$ cat config.mk
export PLATFORM = sky130hd
export DESIGN_NAME = npc_seq_ctrl
export DESIGN_NICKNAME = d
export VERILOG_FILES = /design/src/rtl/npc_seq_ctrl.sv
export SDC_FILE = /design/constraint.sdc
export NUM_CORES = 1
export LEC_CHECK = 0
export ABC_CLOCK_PERIOD_IN_PS = 2700
export CAP_MARGIN = 20
export CORE_ASPECT_RATIO = 0.75
export CORE_MARGIN = 5
export CORE_UTILIZATION = 40
export CTS_CLUSTER_DIAMETER = 40
export CTS_CLUSTER_SIZE = 16
export DETAILED_ROUTE_END_ITERATION = 8
export PLACE_DENSITY = 0.8
export SYNTH_ARGS = -nofsm -noshare
export SYNTH_HDL_FRONTEND = slang
export SYNTH_SLANG_ARGS = --single-unit
$ cat constraint.sdc
create_clock -name clk -period 2.7 [get_ports clk]
set_input_delay 0.54 -clock clk [delete_from_list [all_inputs] [get_ports clk]]
set_output_delay 0.54 -clock clk [all_outputs]
set_load 0.01 [all_outputs]
$ cat src/rtl/npc_seq_ctrl.sv
// npc_seq_ctrl: multi-cycle FETCH/DECODE/EXEC/MEM/WB sequencer for NPC.
// Gates decoder write enables so RF, DMEM and PC update once per insn.
//
// Ports:
//   clk, rst         clock, async active-high reset
//   ifu_req          fetch request (high in FETCH)
//   ifu_rvalid       fetch data valid
//   ifu_rdata        fetched instruction word
//   inst             latched instruction register (to decoder)
//   dec_regwr        decoder RegWr
//   dec_memtoreg     decoder MemtoReg (load)
//   dec_memwr        decoder MemWr (store)
//   dec_ebreak       decoded ebreak
//   dec_illegal      no valid encoding
//   lsu_req          data memory request (high in MEM)
//   lsu_wen          data request is a store
//   lsu_done         data access complete
//   rf_we            register-file write strobe (WB only)
//   pc_we            PC update strobe (WB only)
//   halt             sticky, stopped by ebreak
//   error            sticky, illegal insn or bus timeout
//   state            current state code
//   instret          retired-instruction count

module npc_seq_ctrl #(
  parameter int CNT_W   = 32,
  parameter int TIMEOUT = 255
) (
  input  logic             clk,
  input  logic             rst,
  output logic             ifu_req,
  input  logic             ifu_rvalid,
  input  logic [31:0]      ifu_rdata,
  output logic [31:0]      inst,
  input  logic             dec_regwr,
  input  logic             dec_memtoreg,
  input  logic             dec_memwr,
  input  logic             dec_ebreak,
  input  logic             dec_illegal,
  output logic             lsu_req,
  output logic             lsu_wen,
  input  logic             lsu_done,
  output logic             rf_we,
  output logic             pc_we,
  output logic             halt,
  output logic             error,
  output logic [2:0]       state,
  output logic [CNT_W-1:0] instret
);

  typedef enum logic [2:0] {
    S_IDLE   = 3'd0,
    S_FETCH  = 3'd1,
    S_DECODE = 3'd2,
    S_EXEC   = 3'd3,
    S_MEM    = 3'd4,
    S_WB     = 3'd5,
    S_HALT   = 3'd6,
    S_ERROR  = 3'd7
  } state_t;

  // Wait counter just wide enough to hold TIMEOUT.
  localparam int WW =
    (TIMEOUT < 1) ? 1 : $clog2(TIMEOUT + 1);
  localparam logic [WW-1:0] WMAX = WW'(TIMEOUT);

  state_t        st;
  logic [WW-1:0] wcnt;

  always_ff @(posedge clk or posedge rst) begin
    if (rst) begin
      st      <= S_IDLE;
      inst    <= '0;
      instret <= '0;
      wcnt    <= '0;
    end else begin
      unique case (st)
        S_IDLE: st <= S_FETCH;
        S_FETCH: begin
          // A response on the last allowed cycle still wins.
          if (ifu_rvalid) begin
            inst <= ifu_rdata;
            wcnt <= '0;
            st   <= S_DECODE;
          end else if (wcnt == WMAX) begin
            wcnt <= '0;
            st   <= S_ERROR;
          end else begin
            wcnt <= wcnt + WW'(1);
          end
        end
        S_DECODE: begin
          if (dec_illegal)
            st <= S_ERROR;
          else if (dec_ebreak)
            st <= S_HALT;
          else
            st <= S_EXEC;
        end
        S_EXEC: begin
          if (dec_memtoreg || dec_memwr)
            st <= S_MEM;
          else
            st <= S_WB;
        end
        S_MEM: begin
          if (lsu_done) begin
            wcnt <= '0;
            st   <= S_WB;
          end else if (wcnt == WMAX) begin
            wcnt <= '0;
            st   <= S_ERROR;
          end else begin
            wcnt <= wcnt + WW'(1);
          end
        end
        S_WB: begin
          instret <= instret + CNT_W'(1);
          st      <= S_FETCH;
        end
        S_HALT:  st <= S_HALT;
        S_ERROR: st <= S_ERROR;
      endcase
    end
  end

  // Strobes follow the state register directly so an async
  // reset drops them in the same cycle.
  always_comb begin
    ifu_req = 1'b0;
    lsu_req = 1'b0;
    lsu_wen = 1'b0;
    rf_we   = 1'b0;
    pc_we   = 1'b0;
    unique case (st)
      S_FETCH: ifu_req = 1'b1;
      S_MEM: begin
        lsu_req = 1'b1;
        lsu_wen = dec_memwr;
      end
      S_WB: begin
        pc_we = 1'b1;
        // A store never writes the register file.
        rf_we = dec_regwr & ~dec_memwr;
      end
      default: ;
    endcase
  end

  // HALT and ERROR are absorbing, so these stay set until reset.
  assign halt  = (st == S_HALT);
  assign error = (st == S_ERROR);
  assign state = st;

endmodule

==> metrics.md <==
| Metric | Value |
|---|---|
| Top-count cell post-synth | `dfrtp_1` |
| Register share of total power | `around 44%` |
| CP Launch Point | `state[1]` |
| Post-synth cell types | `41` |
| Combinational share of power | `around 3.6%` |
| Total power after layout | `2540 µW` |
| CORE AREA | `8454 µm²` |
| Clock-pin slew on the worst setup and hold paths | `about 0.06 ns` |
| Async SR Flop Fraction | `100.0%` |
| Clock tree buffer depth | `2` |
| Sequential fraction of the synthesis area | `between 50 and 60%` |
| Post-DP HPWL | `slightly above 6 mm` |
| Vias/cell | `5.144` |
| Fin nets | `between 400 and 500` |
| Clock Tree Root | `clkbuf_16` |
| FF/Latch Area | `1878 µm²` |
| Cells after DPL | `498` |
| Syn Nets | `about 330` |
| Switch share | `20.26%` |
| Clock Skews | `0.004711 ns` |
| Fmax | `401.4 MHz` |
| Yosys top cell area share | `54.23%` |
| Cell Area, Synth | `3461 µm²` |
| Residual DRC | `0` |
| LEAKAGE | `around 0.0023 µW` |
| Die ar. | `10630 µm²` |
| Setup tns final | `0 ns` |
| R2R setup slack | `0.74 ns` |
| R2R cell count | `4` |
| Critical Path End | `rf_we` |
| Initial Utilization | `40.94%` |
| First-pass GRT wire length | `about 14 mm` |
| Slowest cell on crit path | `clkdlybuf4s50_1` |
| Routed len/inst | `16.54 µm` |
| Synth area leaders | `dfrtp_1, mux2_4, xnor2_1, mux2_1, nand4_1` |
| Avg Inst Size Synth | `12.23 µm²` |
| Vias | `2644` |
| P_int | `approximately 2000 µW` |
| Num ports | `115` |
| Reg2reg end | `instret[29]` |
| WP data required | `2.16 ns` |
| Gr usage total | `16.49%` |
| DRC violation total after the first TritonRoute iteration | `276` |
| Worst R2R Start | `state[1]` |
| Psw | `514.4 µW` |
| Arrival time worst endpoint | `1.95 ns` |
| Crit end category | `output port` |
| Clock power frac | `52.2%` |
| Vias in the first global route | `2750` |
| Largest net degree at the start of global routing | `52` |
| Antenna violations before repair | `0` |
| Port Buffers | `114` |
| CP Max Fanout | `9` |
| CP Class | `reg2out` |
| Grt ovf | `0` |
| GP Congestion | `0.8196` |
| Synth Register Bits | `75` |
| Max-slew violations | `0` |
| # diodes | `0` |
| Commonest cells post-synth | `dfrtp_1, xnor2_1, mux2_4` |
| Routed Wire Length | `roughly 8.5 mm` |
| CTS tree | `done` |
| Final cell count without fillers | `514` |
| Max Cap Viol | `0` |
| Maximum VDD drop | `0.2827 mV` |
| Cells after Synth | `283` |
| Status | `complete, no violations` |
| Yosys top cell by area | `dfrtp_1` |
| Hold Buf Count CTS | `0` |
| Ys flop type | `dfrtp_1` |
| Cell area after layout | `5057 µm²` |
| Final number of setup-violating endpoints | `0` |
| H-tree depth | `3` |
| Warnings from Yosys | `0` |
| DIE HEIGHT | `around 90 µm` |
| Chip width | `117.4 µm` |
| PostCTS Resize Cnt | `0` |
| Minimum clock period | `~2.5 ns` |
| Post-route ant nets | `0` |
| CP startpoint kind | `register` |
| # Post-CTS Setup Buffers | `0` |
| Least-Margin Pin Slew | `0.7108 ns` |
| Num Clock Sinks | `75` |
| Final hold viol count | `0` |
| Pwr Density | `approximately 500 nW/µm²` |
| Area of the multi-input gates | `1498 µm²` |
| Fin crit share | `92.27%` |
| Number of synthesized flops with an enable pin | `0` |
| Share of cells above drive strength 1 | `13.05%` |
| Crit-path max cell delay | `0.57 ns` |
| Max-slew headroom | `52.44%` |
| P&R area growth vs syn | `46.13%` |
| RSZ-0062 raised after global routing | `no` |
| Dpl cell area | `4721 µm²` |
| Worst min path class | `reg2reg` |
| Worst skew pair latency | `~0.32 ns` |
| TritonCTS Buffers | `9` |
| # fillers | `698` |
| FP Rows | `29` |
| First-pass detailed-route iteration total | `4` |
| Crit-path cells | `nand3b_2, nor3b_1, clkdlybuf4s50_1` |
==> cell type report <==
class / count / area share, %
flip-flops and latches: 75 / 37.14
multi-input cells: 192 / 29.61
repair buffers: 117 / 23.50
clock buffers: 10 / 4.725
well taps: 108 / 2.672
clock inverters: 6 / 1.905
inverters: 6 / 0.4453
==> power groups by stage <==
stage	combinational (µW)	clock (µW)	sequential, µW
2_1_floorplan	20.6	0	1140
3_3_place_gp	89.9	0	1140
3_5_place_dp	92.3	0	1140
4_1_cts	93.2	1360	1120
5_1_grt	101	1410	1120
6_report	90.7	1330	1120
==> metrics by stage <==
stage / hold WS (ns) / util (%) / worst slack (ns)
6_report: 0.4708 / 59.82 / 0.2088
5_1_grt: 0.5129 / 59.82 / 0.02593
4_1_cts: 0.4747 / 59.80 / 0.1845
3_5_place_dp: 0.4666 / 55.84 / 0.4519
3_3_place_gp: 0.4679 / 55.84 / 0.4311
2_1_floorplan: 0.4761 / - / 0.2500
==> state kept, by name, summed over array words and instances, names as in the netlist <==
register and count:
state 3, instret 32, wcnt 8, inst 32
==> worst max-delay path, delay by kind of cell (launching register included) <==
family / cells / cell delay [ns]
AND/OR/NAND/NOR: 2 / 0.58
flip-flops: 1 / 0.48
buffers and inverters: 1 / 0.57
==> routing by layer <==
metal  share of wire [%]  global-route usage (%)  vias to the layer above
li1                    -                       -                     1241
met3                 6.5                   6.011                        7
met5                   0                       0                        -
met2                  45                   24.67                      102
met4                0.67                   3.092                        0
met1                  47                   23.11                     1294
==> worst min-delay path by stage <==
| stage | from | cells past startpoint | slack (ns) | to |
|---|---|---|---|---|
| after floorplan | wcnt[1] | 2 | 0.48 | wcnt[1] |
| after global placement | inst[25] | 1 | 0.47 | inst[25] |
| after detailed placement | instret[31] | 1 | 0.47 | instret[31] |
| after CTS | instret[31] | 1 | 0.47 | instret[31] |
| after global routing | inst[1] | 1 | 0.51 | inst[1] |
| final | instret[31] | 1 | 0.47 | instret[31] |
==> cells in the final DEF (no fill, tap or decap), types with 2 or more instances in the layout <==
cell type	instances
inv_2	3
clkdlybuf4s50_1	114
xnor2_1	28
inv_1	3
nor3_1	6
bufinv_16	2
mux2_2	2
buf_12	2
mux2_4	20
ha_1	2
and2_1	4
mux2_1	10
and4_1	5
nor4_1	3
xor2_1	8
a21oi_1	4
dfrtp_1	74
o21ai_0	5
clkbuf_16	9
nand3_1	14
nand2_1	19
and3_1	13
nand3b_1	2
nor2_1	13
nand4_1	17
==> cell families after synthesis <==
logic type / synth area share (%)
xor+xnor: 9.111
mux: 12.87
buf+inv: 2.531
flops: 54.23
fa+ha+maj: 0.7230
simple gates: 18.04
compound gates: 2.495
(Power assumes the default switching activity.)
